`src/rtl/intc_pkg.sv`:
```
// Shared types for the interrupt controller: register offsets, FSM states,
// source ID width and the STATUS register layout.
package intc_pkg;

  localparam int INTC_ID_W = 5;

  typedef enum logic [1:0] {
    PENDING = 2'd0,
    ENABLE  = 2'd1,
    CLAIM   = 2'd2,
    STATUS  = 2'd3
  } intc_reg_e;

  typedef enum logic {
    IDLE       = 1'b0,
    IN_SERVICE = 1'b1
  } intc_state_e;

  // STATUS word: bit0 in_service, bits[12:8] active source ID
  typedef struct packed {
    logic [18:0]          rsvd_hi;
    logic [INTC_ID_W-1:0] active_id;
    logic [6:0]           rsvd_lo;
    logic                 in_service;
  } intc_status_t;

  function automatic logic [31:0] pack_status(input intc_state_e st,
                                              input logic [INTC_ID_W-1:0] id);
    intc_status_t s;
    s            = '0;
    s.in_service = (st == IN_SERVICE);
    s.active_id  = id;
    return s;
  endfunction

endpackage

```
`src/rtl/intc_src_detect.sv`:
```
// Per-source rising-edge detector. With INTC_SYNC_EN defined the source first
// passes a 2-flop synchronizer; otherwise it must already be clk-synchronous.
module intc_src_detect
  import intc_pkg::*;
(
  input  logic clk,
  input  logic rst,
  input  logic src,
  output logic rise
);

`ifdef INTC_SYNC_EN
  logic sync1_reg;
  logic sync2_reg;
  logic prev_reg;

  always_ff @(posedge clk or posedge rst) begin
    if (rst) begin
      sync1_reg <= 1'b0;
      sync2_reg <= 1'b0;
      prev_reg  <= 1'b0;
    end else begin
      sync1_reg <= src;
      sync2_reg <= sync1_reg;
      prev_reg  <= sync2_reg;
    end
  end

  assign rise = sync2_reg & ~prev_reg;
`else
  logic prev_reg;

  always_ff @(posedge clk or posedge rst) begin
    if (rst) begin
      prev_reg <= 1'b0;
    end else begin
      prev_reg <= src;
    end
  end

  // Combinational so pending latches on the very edge that first samples src high
  assign rise = src & ~prev_reg;
`endif

endmodule

```
`src/rtl/intc.sv`:
```
// Memory-mapped interrupt controller with non-nested claim/complete handshake.
// Optional input synchronizers are enabled by defining INTC_SYNC_EN.
module intc
  import intc_pkg::*;
#(
  parameter int          NUM_SRC   = 16,
  parameter logic [31:0] BASE_ADDR = 32'h0000_fff0
) (
  input  logic               clk,
  input  logic               rst,
  input  logic [31:0]        addr,
  input  logic [31:0]        data_in,
  input  logic               mem_rd,
  input  logic               mem_wr,
  output logic [31:0]        data_out,
  output logic               oe,
  input  logic [NUM_SRC-1:0] src,
  output logic               irq
);

  logic [31:0]          addr_off;
  logic                 in_range;
  intc_reg_e            reg_sel;
  logic                 rd_hit;
  logic                 wr_hit;

  logic [NUM_SRC-1:0]   pending_reg;
  logic [NUM_SRC-1:0]   pending_next;
  logic [NUM_SRC-1:0]   enable_reg;
  logic [NUM_SRC-1:0]   enable_next;
  logic [NUM_SRC-1:0]   rise;
  logic [NUM_SRC-1:0]   masked;
  logic [NUM_SRC-1:0]   w1c_mask;
  logic [NUM_SRC-1:0]   claim_clr;

  intc_state_e          state_reg;
  intc_state_e          state_next;
  logic [INTC_ID_W-1:0] active_id_reg;
  logic [INTC_ID_W-1:0] active_id_next;

  logic [INTC_ID_W-1:0] winner_id;
  logic                 any_masked;
  logic                 claim_fire;
  logic                 complete_fire;
  logic                 unused_data;

  // Unsigned wrap makes addresses below BASE_ADDR fall out of range too
  assign addr_off = addr - BASE_ADDR;
  assign in_range = (addr_off[31:2] == 30'd0);
  assign reg_sel  = intc_reg_e'(addr_off[1:0]);
  assign rd_hit   = mem_rd & in_range;
  assign wr_hit   = mem_wr & in_range;

  assign masked     = pending_reg & enable_reg;
  assign any_masked = |masked;
  assign w1c_mask   = (wr_hit && reg_sel == PENDING) ? data_in[NUM_SRC-1:0] : '0;

  assign claim_fire    = rd_hit && (reg_sel == CLAIM) && (state_reg == IDLE) && any_masked;
  assign complete_fire = wr_hit && (reg_sel == CLAIM) && (state_reg == IN_SERVICE) &&
                         (data_in[INTC_ID_W-1:0] == active_id_reg);

  // Fixed priority: lowest index wins, so scan downward and keep the last hit
  always_comb begin
    winner_id = '0;
    for (int i = NUM_SRC - 1; i >= 0; i--) begin
      if (masked[i]) begin
        winner_id = INTC_ID_W'(i + 1);
      end
    end
  end

  genvar gi;
  generate
    for (gi = 0; gi < NUM_SRC; gi++) begin : g_src
      intc_src_detect u_det (
        .clk  (clk),
        .rst  (rst),
        .src  (src[gi]),
        .rise (rise[gi])
      );

      assign claim_clr[gi] = claim_fire && (winner_id == INTC_ID_W'(gi + 1));
      // A new edge beats any clear landing on the same cycle
      assign pending_next[gi] = rise[gi] |
                                (pending_reg[gi] & ~w1c_mask[gi] & ~claim_clr[gi]);
    end
  endgenerate

  assign enable_next = (wr_hit && reg_sel == ENABLE) ? data_in[NUM_SRC-1:0] : enable_reg;

  always_comb begin
    state_next     = state_reg;
    active_id_next = active_id_reg;
    if (claim_fire) begin
      state_next     = IN_SERVICE;
      active_id_next = winner_id;
    end else if (complete_fire) begin
      state_next     = IDLE;
      active_id_next = '0;
    end
  end

  always_ff @(posedge clk or posedge rst) begin
    if (rst) begin
      pending_reg   <= '0;
      enable_reg    <= '0;
      state_reg     <= IDLE;
      active_id_reg <= '0;
    end else begin
      pending_reg   <= pending_next;
      enable_reg    <= enable_next;
      state_reg     <= state_next;
      active_id_reg <= active_id_next;
    end
  end

  // Read mux reflects pre-write state, so a combined rd/wr returns old data
  always_comb begin
    data_out = '0;
    if (rd_hit) begin
      unique case (reg_sel)
        PENDING: data_out = 32'(pending_reg);
        ENABLE:  data_out = 32'(enable_reg);
        CLAIM:   data_out = (state_reg == IDLE && any_masked) ? 32'(winner_id) : 32'd0;
        STATUS:  data_out = pack_status(state_reg, active_id_reg);
        default: data_out = '0;
      endcase
    end
  end

  assign oe  = rd_hit;
  assign irq = (state_reg == IDLE) && any_masked;

  assign unused_data = ^data_in;

endmodule

```
`config.mk`:
```
export PLATFORM = sky130hd
export DESIGN_NAME = intc
export DESIGN_NICKNAME = d
export VERILOG_FILES = /design/src/rtl/intc_pkg.sv /design/src/rtl/intc_src_detect.sv /design/src/rtl/intc.sv
export SDC_FILE = /design/constraint.sdc
export NUM_CORES = 1
export LEC_CHECK = 0
export ABC_CLOCK_PERIOD_IN_PS = 3900
export CAP_MARGIN = 20
export CORE_ASPECT_RATIO = 1.5
export CORE_MARGIN = 2
export CORE_UTILIZATION = 49
export DETAILED_ROUTE_END_ITERATION = 7
export PLACE_DENSITY = 0.95
export SYNTH_ARGS = -nofsm -noshare
export SYNTH_HDL_FRONTEND = slang
export SYNTH_SLANG_ARGS = --single-unit
```
`constraint.sdc`:
```
create_clock -name clk -period 3.9 [get_ports clk]
set_input_delay 0.39 -clock clk [delete_from_list [all_inputs] [get_ports clk]]
set_output_delay 0.39 -clock clk [all_outputs]
set_load 0.005 [all_outputs]
```
==> impl_metrics.env, run 1 <==
export IMPL_outcome="finished, final reports clean"
export IMPL_p_leak_uw=0.001877
export IMPL_ys_seq_elements=54
export IMPL_portBuffers=85
export IMPL_synthSimpleGateAreaFrac_pct=20.16
export IMPL_fin_crit_sh_pct=94.62
export IMPL_cp_arrival_ns=3.30
export IMPL_synth_largest_area_cell="dfrtp_1"
export IMPL_yosysTopAreaCellShare_pct=40.39
export IMPL_hold_buffers=0
export IMPL_cts_tree="yes"
export IMPL_grt_pass1_wl_mm=14.80
export IMPL_antenna_found_initial=0
export IMPL_final_area_mm2=0.004407
export IMPL_cts_buffers=5
export IMPL_syn_inst=357
export IMPL_area_growth_pct=31.71
export IMPL_insertion_delay_ns=0.31
export IMPL_ys_top_cells_by_count="54 x dfrtp_1, 38 x inv_1, 31 x nor2_1"
export IMPL_die_height_um=105.2
export IMPL_internal_power_uw=841.9
export IMPL_synth_adder_area_share_pct=0
export IMPL_hold_viol_final=0
export IMPL_syn_area_mm2=0.003346
export IMPL_yosysWarningCount=0
export IMPL_core_area_mm2=0.006576
export IMPL_critPathMaxFanout=10
export IMPL_cts_clk_slew_worst_paths_ns=0.09
export IMPL_cp_common_cell="clkdlybuf4s50_1"
export IMPL_viasPerCell=5.902
export IMPL_root_buffer="clkbuf_8"
export IMPL_first_pass_iters=4
export IMPL_max_freq_mhz=271.0
export IMPL_synthFlopType="dfrtp_1"
export IMPL_drive_gt1_share_pct=10.74
export IMPL_drtAntennaViolNets=0
export IMPL_yosysSeqAreaShare_pct=40.39
export IMPL_synth_compound_area_share_pct=16.34
export IMPL_crit_path_end_kind="output pin"
export IMPL_rsz0062_at_grt="false"
export IMPL_diodes=0
export IMPL_ys_async_sr_fraction_pct=100.0
export IMPL_finalSetupTns_ns=0
export IMPL_drtIter0Drc=240
export IMPL_start_kind="input port"
export IMPL_slew_headroom_pct=60.37
export IMPL_swShare_pct=23.38
export IMPL_synth_top_family_by_area="simple AND/OR/NAND/NOR gates"
export IMPL_synth_cell_types=63
export IMPL_final_util_pct=67.01
export IMPL_p_clk_share_pct=34.2
export IMPL_p_total_uw=1099
export IMPL_p_sw_uw=256.9
export IMPL_path_cells="clkdlybuf4s50_1 > nor4_4 > a41oi_1 > a311oi_2 > o221ai_1 > nor2_1 > nand3_1 > buf_4 > o32ai_1 > clkdlybuf4s50_1"
export IMPL_seq_power_share_pct=51.9
export IMPL_fill_cells=521
export IMPL_fin_skew_ns=0.01248
export IMPL_wl_per_cell_um=17.46
export IMPL_grt_max_degree=55
export IMPL_drv_slew=0
export IMPL_grt_use_total_pct=24.81
export IMPL_synth_mux_area_share_pct=11.59
export IMPL_dpl_cell_area_mm2=0.004222
export IMPL_grt_ovfl_total=0
export IMPL_cap_violations=0
export IMPL_initial_utilization_pct=50.88
export IMPL_dieArea_mm2=0.007519
export IMPL_io_pins=118
export IMPL_clockBufferDepth=2
export IMPL_combPwrFrac_pct=13.9
export IMPL_syn_avg_cell_area_um2=9.372
export IMPL_fin_crit_ns=3.690
export IMPL_htreeDepth=2
export IMPL_synth_xor_area_share_pct=1.571
export IMPL_rows=36
export IMPL_synthTopCellsByArea="dfrtp_1 40%, mux2i_1 6.0%, inv_1 4.3%"
export IMPL_die_w_um=71.47
export IMPL_worst_pin_slew_ns=0.5945
export IMPL_synth_most_common_cell="dfrtp_1"
export IMPL_crit_slowest_cell="clkdlybuf4s50_1"
export IMPL_hold_path_class="in -> async"
export IMPL_worstPathRequired_ns=3.51
export IMPL_crit_type="in -> out"
export IMPL_crit_buf_inv=3
export IMPL_clock_sinks=54
export IMPL_drt_wl_total_mm=9.130
export IMPL_crit_family="buffers and inverters"
export IMPL_grt_pass1_vias=3117
export IMPL_nNetsFinal=530
export IMPL_synth_edf_count=0
export IMPL_p_per_area_mw_per_mm2=249.4
export IMPL_irDropWorstVdd_mv=0.1628
export IMPL_drc=0
export IMPL_setup_viol=0
export IMPL_post_cts_buffers=0
export IMPL_place_gp_congestion=0.8901
export IMPL_dp_hpwl_mm=6.969
export IMPL_routed_via_count=3087
export IMPL_cpPeakStageDelay_ns=0.57
[power groups by stage]
stage	clock [uW]	sequential, uW	combinational, uW
floorplan	0	581	62.6
global placement	0	581	142
detailed placement	0	582	145
CTS	380	571	147
global route	406	571	166
finish	376	570	153
[area by class of cell]
type | instances | area, um2 | share of cell area [%]
inverter | 38 | 142.6 | 3.237
timing repair buffer | 94 | 933.4 | 21.18
clock inverter | 2 | 37.54 | 0.8518
sequential | 54 | 1351 | 30.66
tap | 76 | 95.09 | 2.158
clock buffer | 6 | 72.57 | 1.647
multi-input combinational | 253 | 1774 | 40.26
[through the flow]
step	cells	hold slack, ns	worst slack, ns
floorplan	372	0.3996	1.160
global placement	514	0.4132	0.09794
detailed placement	514	0.4203	0.02010
CTS	522	0.4345	0.003311
global route	523	0.3205	0.03060
finish	523	0.3160	0.2098
[cells by family (layout without fill, tap and decap cells)]
family / count (synthesis) / in the layout
flip-flops: 54 / 54
AND/OR/NAND/NOR: 118 / 118
XOR/XNOR: 6 / 6
buffers and inverters: 65 / 140
other: 1 / 16
AO/OA/AOI/OAI: 79 / 79
multiplexers: 34 / 34
[final timing paths]
kind	from	to	slack (ns)	cells past startpoint
setup / recovery	addr[19]	data_out[2]	0.21	10
setup reg to reg	pending_reg[9]	pending_reg[9]	1.06	8
max in group asynchronous	rst	active_id_reg[4]	3.08	3
hold reg to reg	g_src[0].u_det.prev_reg	pending_reg[0]	0.43	1
hold / removal	rst	g_src[1].u_det.prev_reg	0.32	2
min in group clk	g_src[0].u_det.prev_reg	pending_reg[0]	0.43	1
[worst register-to-register path, cell delays in order (launching register included)]
cell,delay (ns)
dfrtp_1,0.42
a22o_1,0.30
or4b_2,0.75
nand3b_1,0.23
o211ai_1,0.29
or4_1,0.29
buf_4,0.24
nor4_1,0.10
o22ai_1,0.15
[metal layers]
metal / up-vias / part of all wire, % / global-route usage [%]
met2: 163 / 53 / 43.19
met3: 29 / 7.8 / 5.304
met4: 0 / 3.2 / 10.11
met1: 1457 / 36 / 28.97
met5: - / 0 / 0
li1: 1438 / - / -
[layout by cell type, fill, tap and decap left out, types with 8 or more instances in the layout]
cell type,instances
a21oi_1,10
buf_4,8
clkdlybuf4s50_1,84
conb_1,16
dfrtp_1,54
inv_1,37
mux2_4,8
mux2i_1,20
nand2_1,23
nand3_1,8
nor2_1,31
nor4_1,10
o21ai_0,18
o22ai_1,14
[repair_timing]
action	in CTS	in global routing
gates resized for setup	0	8
hold endpoints to repair	0	0
setup endpoints to repair	0	10
Power figures use the tool's default switching activity.
==> inputs of run 2 (changes only) <==
--- a/config.mk
+++ b/config.mk
@@ -7,9 +7,9 @@
 export LEC_CHECK = 0
 export ABC_CLOCK_PERIOD_IN_PS = 3900
 export CAP_MARGIN = 20
-export CORE_ASPECT_RATIO = 1.5
 export CORE_MARGIN = 2
 export CORE_UTILIZATION = 49
+export CTS_CLUSTER_DIAMETER = 120
 export DETAILED_ROUTE_END_ITERATION = 7
 export PLACE_DENSITY = 0.95
 export SYNTH_ARGS = -nofsm -noshare
==> run 2 against run 1 <==
Effect of this change:
- die area fell by 0.18%
- fmax fell by 3.8%
- highest routed layer unchanged
- register-to-register slack got worse by 0.10 ns
- critical path type unchanged
- design area fell by 0.17%
- non-clock buffer count did not move
- flip-flop and latch count did not move
==> impl_metrics.env, run 2 (synthesis results as in run 1) <==
export IMPL_first_pass_iters=5
export IMPL_drt_wl_total_mm=9.183
export IMPL_p_per_area_mw_per_mm2=249.3
export IMPL_drtIter0Drc=345
export IMPL_cts_clk_slew_worst_paths_ns=0.10
export IMPL_hold_viol_final=0
export IMPL_fin_crit_sh_pct=98.33
export IMPL_grt_max_degree=55
export IMPL_clockBufferDepth=2
export IMPL_fin_skew_ns=0.01138
export IMPL_layout_cells_non_filler=527
export IMPL_max_freq_mhz=260.8
export IMPL_drive_gt1_share_pct=10.74
export IMPL_cp_arrival_ns=3.44
export IMPL_htreeDepth=2
export IMPL_area_growth_pct=31.49
export IMPL_dieArea_mm2=0.007505
export IMPL_fin_crit_ns=3.835
export IMPL_clock_sinks=54
export IMPL_antenna_found_initial=0
export IMPL_reg2reg_to="pending_reg[12]"
export IMPL_setup_viol=0
export IMPL_drc=0
export IMPL_cap_violations=0
export IMPL_crit_slowest_cell="clkdlybuf4s50_1"
export IMPL_drtAntennaViolNets=0
export IMPL_worst_pin_slew_ns=0.6140
export IMPL_hold_buffers=0
export IMPL_r2r_start="pending_reg[9]"
export IMPL_viasPerCell=6.000
export IMPL_routed_via_count=3162
export IMPL_irDropWorstVdd_mv=0.2732
export IMPL_slew_headroom_pct=58.70
export IMPL_core_area_mm2=0.006681
export IMPL_rows=30
export IMPL_insertion_delay_ns=0.32
export IMPL_grt_use_total_pct=24.84
export IMPL_final_common_cell="clkdlybuf4s50_1"
export IMPL_start_kind="input port"
export IMPL_mostFrequentLayoutCells="85 x clkdlybuf4s50_1, 54 x dfrtp_1, 37 x inv_1"
export IMPL_die_height_um=86.63
export IMPL_portBuffers=85
export IMPL_cpPeakStageDelay_ns=0.58
export IMPL_die_w_um=86.63
export IMPL_cts_tree="yes"
export IMPL_dpl_cell_count=517
export IMPL_worstPathRequired_ns=3.51
export IMPL_diodes=0
export IMPL_critPathMaxFanout=7
export IMPL_crit_path_end_kind="output pin"
export IMPL_grt_pass1_vias=3088
export IMPL_cp_common_cell="clkdlybuf4s50_1"
export IMPL_place_gp_congestion=0.9909
export IMPL_path_cells="clkdlybuf4s50_1 > nor4_2 > a41oi_1 > a311oi_2 > o221ai_2 > nor2_1 > nand3_2 > o32ai_1 > clkdlybuf4s50_1"
export IMPL_nNetsFinal=530
export IMPL_p_total_uw=1097
export IMPL_rr_worst_depth=8
export IMPL_drv_slew=0
export IMPL_fill_cells=496
export IMPL_r2r_slack_ns=0.96
export IMPL_grt_ovfl_total=0
export IMPL_wl_per_cell_um=17.43
export IMPL_dp_hpwl_mm=6.912
export IMPL_outcome="finished, final reports clean"
export IMPL_io_pins=118
export IMPL_hold_path_class="in -> async"
export IMPL_initial_utilization_pct=50.07
export IMPL_p_leak_uw=0.001866
export IMPL_crit_type="in -> out"
export IMPL_cts_buffers=5
export IMPL_grt_pass1_wl_mm=14.61
export IMPL_root_buffer="clkbuf_8"
-- run 2: how the worst max path moves through the flow --
stage | end | start | slack [ns] | cells after the start
after global routing | data_out[7] | addr[18] | -0.002 | 11
after global placement | data_out[13] | addr[24] | 0.09 | 11
after detailed placement | data_out[14] | addr[24] | -0.05 | 11
after CTS | data_out[14] | addr[16] | 0.01 | 11
final | data_out[3] | addr[18] | 0.07 | 9
after floorplan | enable_reg[10] | addr[18] | 1.16 | 8
-- run 2: worst max-delay path, delay by kind of cell --
| kind | cells | cell delay (ns) |
|---|---|---|
| buffers and inverters | 2 | 1.13 |
| AO/OA/AOI/OAI | 4 | 1.19 |
| AND/OR/NAND/NOR | 3 | 0.74 |
-- run 2: layout make-up --
| cell class | instances | area [um2] | share of cell area (%) |
|---|---|---|---|
| repair buffers | 94 | 930.9 | 21.16 |
| clock buffers | 6 | 72.57 | 1.650 |
| well taps | 80 | 100.1 | 2.275 |
| inverters | 38 | 142.6 | 3.242 |
| flip-flops and latches | 54 | 1351 | 30.72 |
| clock inverters | 2 | 37.54 | 0.8532 |
| multi-input cells | 253 | 1764 | 40.10 |
-- run 2: per-stage QoR --
stage	area, um2	worst slack [ns]	TNS (ns)	hold WS [ns]	util, %
2_1_floorplan	3402	1.160	0	0.3996	-
3_3_place_gp	4219	0.09244	0	0.4059	63.15
3_5_place_dp	4219	-0.04893	-0.2951	0.4201	63.15
4_1_cts	4338	0.01366	0	0.4356	64.93
5_1_grt	4399	-0.002048	-0.003689	0.3285	65.84
6_report	4399	0.06520	0	0.2948	65.84
-- run 2: per-layer routing --
metal	vias up	wire, um	track usage [%]
met4	0	295	10.65
met2	183	4516	40.63
met1	1498	3659	32.21
met3	43	711	4.762
li1	1438	-	-
met5	-	0	0
-- run 2: where the power goes --
group	leakage (uW)	switching [uW]	internal, uW
combinational	0.00120	69.7	82.0
sequential	0.000618	2.75	568
clock	0.0000514	183	192
-- run 2: timing repair --
| action | 4_1_cts | 5_1_grt |
|---|---|---|
| resized for setup | 1 | 6 |
| pin swaps | 0 | 3 |
| buffers inserted | 0 | 1 |
| setup endpoints to repair | 7 | 15 |
==> inputs of run 3 (changes only) <==
--- a/config.mk
+++ b/config.mk
@@ -5,9 +5,8 @@
 export SDC_FILE = /design/constraint.sdc
 export NUM_CORES = 1
 export LEC_CHECK = 0
-export ABC_CLOCK_PERIOD_IN_PS = 3900
 export CAP_MARGIN = 20
-export CORE_MARGIN = 2
+export CORE_MARGIN = 4
 export CORE_UTILIZATION = 49
 export CTS_CLUSTER_DIAMETER = 120
 export DETAILED_ROUTE_END_ITERATION = 7
==> run 3 against run 2 <==
Effect of this change:
- clock-buffer cell count stayed put
- clock skew is 0.0039 ns lower
- sequential power hardly changed
- clock power is 2% higher
- via count is 1.7% higher
- hold slack better by 0.032 ns
- combinational power hardly changed
- largest power group unchanged
==> impl_metrics.env, run 3 (synthesis results as in run 1) <==
export IMPL_dieArea_mm2=0.008214
export IMPL_diodes=0
export IMPL_cap_violations=0
export IMPL_rr_worst_depth=7
export IMPL_worstPathRequired_ns=3.51
export IMPL_combPwrFrac_pct=13.9
export IMPL_first_pass_iters=5
export IMPL_crit_path_end_kind="output pin"
export IMPL_cts_buffers=5
export IMPL_mostFrequentLayoutCells="84 x clkdlybuf4s50_1, 54 x dfrtp_1, 37 x inv_1"
export IMPL_cp_arrival_ns=3.51
export IMPL_grt_pass1_wl_mm=15.65
export IMPL_die_w_um=90.63
export IMPL_grt_pass1_vias=3175
export IMPL_cp_common_cell="clkdlybuf4s50_1"
export IMPL_slew_headroom_pct=54.10
export IMPL_clock_sinks=54
export IMPL_grt_ovfl_total=0
export IMPL_outcome="finished, final reports clean"
export IMPL_cts_tree="yes"
export IMPL_wl_per_cell_um=19.03
export IMPL_crit_type="in -> out"
export IMPL_core_area_mm2=0.006495
export IMPL_drtAntennaViolNets=0
export IMPL_place_gp_congestion=0.8974
export IMPL_final_common_cell="clkdlybuf4s50_1"
export IMPL_hold_path_class="in -> async"
export IMPL_fin_crit_ns=3.895
export IMPL_drtIter0Drc=357
export IMPL_drive_gt1_share_pct=10.34
export IMPL_htreeDepth=2
export IMPL_viasPerCell=6.161
export IMPL_routed_via_count=3216
export IMPL_drc=0
export IMPL_portBuffers=85
export IMPL_rows=29
export IMPL_insertion_delay_ns=0.31
export IMPL_crit_slowest_cell="clkdlybuf4s50_1"
export IMPL_area_growth_pct=31.34
export IMPL_grt_use_total_pct=23.48
export IMPL_antenna_found_initial=0
export IMPL_nNetsFinal=529
export IMPL_final_area_mm2=0.004394
export IMPL_die_height_um=90.63
export IMPL_seq_power_share_pct=51.5
export IMPL_path_cells="clkdlybuf4s50_1 > o41ai_4 > nand4_1 > nor4_1 > o221ai_1 > nor2_1 > nand3_1 > buf_4 > o32ai_1 > clkdlybuf4s50_1"
export IMPL_drv_slew=0
export IMPL_cts_clk_slew_worst_paths_ns=0.09
export IMPL_io_pins=118
export IMPL_grt_max_degree=55
export IMPL_fill_cells=483
export IMPL_start_kind="input port"
export IMPL_initial_utilization_pct=51.51
export IMPL_drt_wl_total_mm=9.936
export IMPL_hold_buffers=0
export IMPL_dpl_cell_area_mm2=0.004208
export IMPL_setup_viol=0
export IMPL_internal_power_uw=855.8
export IMPL_p_clk_share_pct=34.6
export IMPL_swShare_pct=22.72
export IMPL_p_sw_uw=251.6
export IMPL_fin_crit_sh_pct=99.87
export IMPL_dp_hpwl_mm=7.349
export IMPL_clockBufferDepth=2
export IMPL_critPathMaxFanout=11
export IMPL_max_freq_mhz=256.7
export IMPL_p_total_uw=1107
export IMPL_p_leak_uw=0.001882
export IMPL_fin_skew_ns=0.007498
export IMPL_worst_pin_slew_ns=0.6886
export IMPL_p_per_area_mw_per_mm2=252.0
export IMPL_cpPeakStageDelay_ns=0.58
export IMPL_root_buffer="clkbuf_8"
export IMPL_hold_viol_final=0
export IMPL_irDropWorstVdd_mv=0.1916
==> run 3: per-layer routing <==
layer  track usage, %  part of all wire (%)  vias to the layer above
li1                 -                     -                     1435
met1            29.75                    41                     1550
met2            39.65                    49                      199
met4            7.908                   2.0                        0
met3            5.000                   8.0                       32
met5                0                     0                        -
==> run 3: worst paths after layout <==
kind                                         start                  endpoint  slack [ns]
setup / recovery                          addr[17]               data_out[3]       0.005
hold / removal                                 rst  g_src[14].u_det.prev_reg        0.33
setup reg to reg                    pending_reg[9]            pending_reg[0]        0.87
hold reg to reg            g_src[3].u_det.prev_reg            pending_reg[3]        0.43
max in group asynchronous                      rst            enable_reg[15]        3.05
min in group clk           g_src[3].u_det.prev_reg            pending_reg[3]        0.43
==> run 3: what timing repair did <==
action,CTS,global route
setup buffers,0,1
endpoints found under the setup margin,9,10
pin swaps,0,1
resized for setup,1,6
==> run 3: power by group through the flow <==
stage | clock network, uW | registers [uW] | logic (uW)
finish | 383 | 570 | 154
global route | 415 | 571 | 167
CTS | 389 | 570 | 146
detailed placement | 0 | 581 | 144
global placement | 0 | 581 | 140
floorplan | 0 | 581 | 62.6
==> run 3: critical path, delay by kind of cell <==
family | cells | cell delay [ns]
compound gates | 3 | 1.09
buf+inv | 3 | 1.33
simple gates | 4 | 0.68
==> run 3: through the flow <==
step / hold slack [ns] / worst slack, ns / instances / utilization, % / TNS (ns)
after floorplan: 0.3996 / 1.160 / 372 / - / 0
after global placement: 0.4131 / 0.1326 / 513 / 64.79 / 0
after detailed placement: 0.4168 / -0.07192 / 513 / 64.79 / -0.4165
after CTS: 0.4303 / 0.002506 / 520 / 66.63 / 0
after global routing: 0.3415 / -0.02892 / 522 / 67.66 / -0.1024
final: 0.3264 / 0.004963 / 522 / 67.66 / 0
==> run 3: cell type report <==
class	count	area [um2]	share of cell area, %
repair buffers	93	925.9	21.07
inverters	38	142.6	3.246
flip-flops and latches	54	1351	30.75
multi-input cells	253	1765	40.18
clock inverters	1	30.03	0.6834
clock buffers	6	82.58	1.879
well taps	77	96.34	2.192
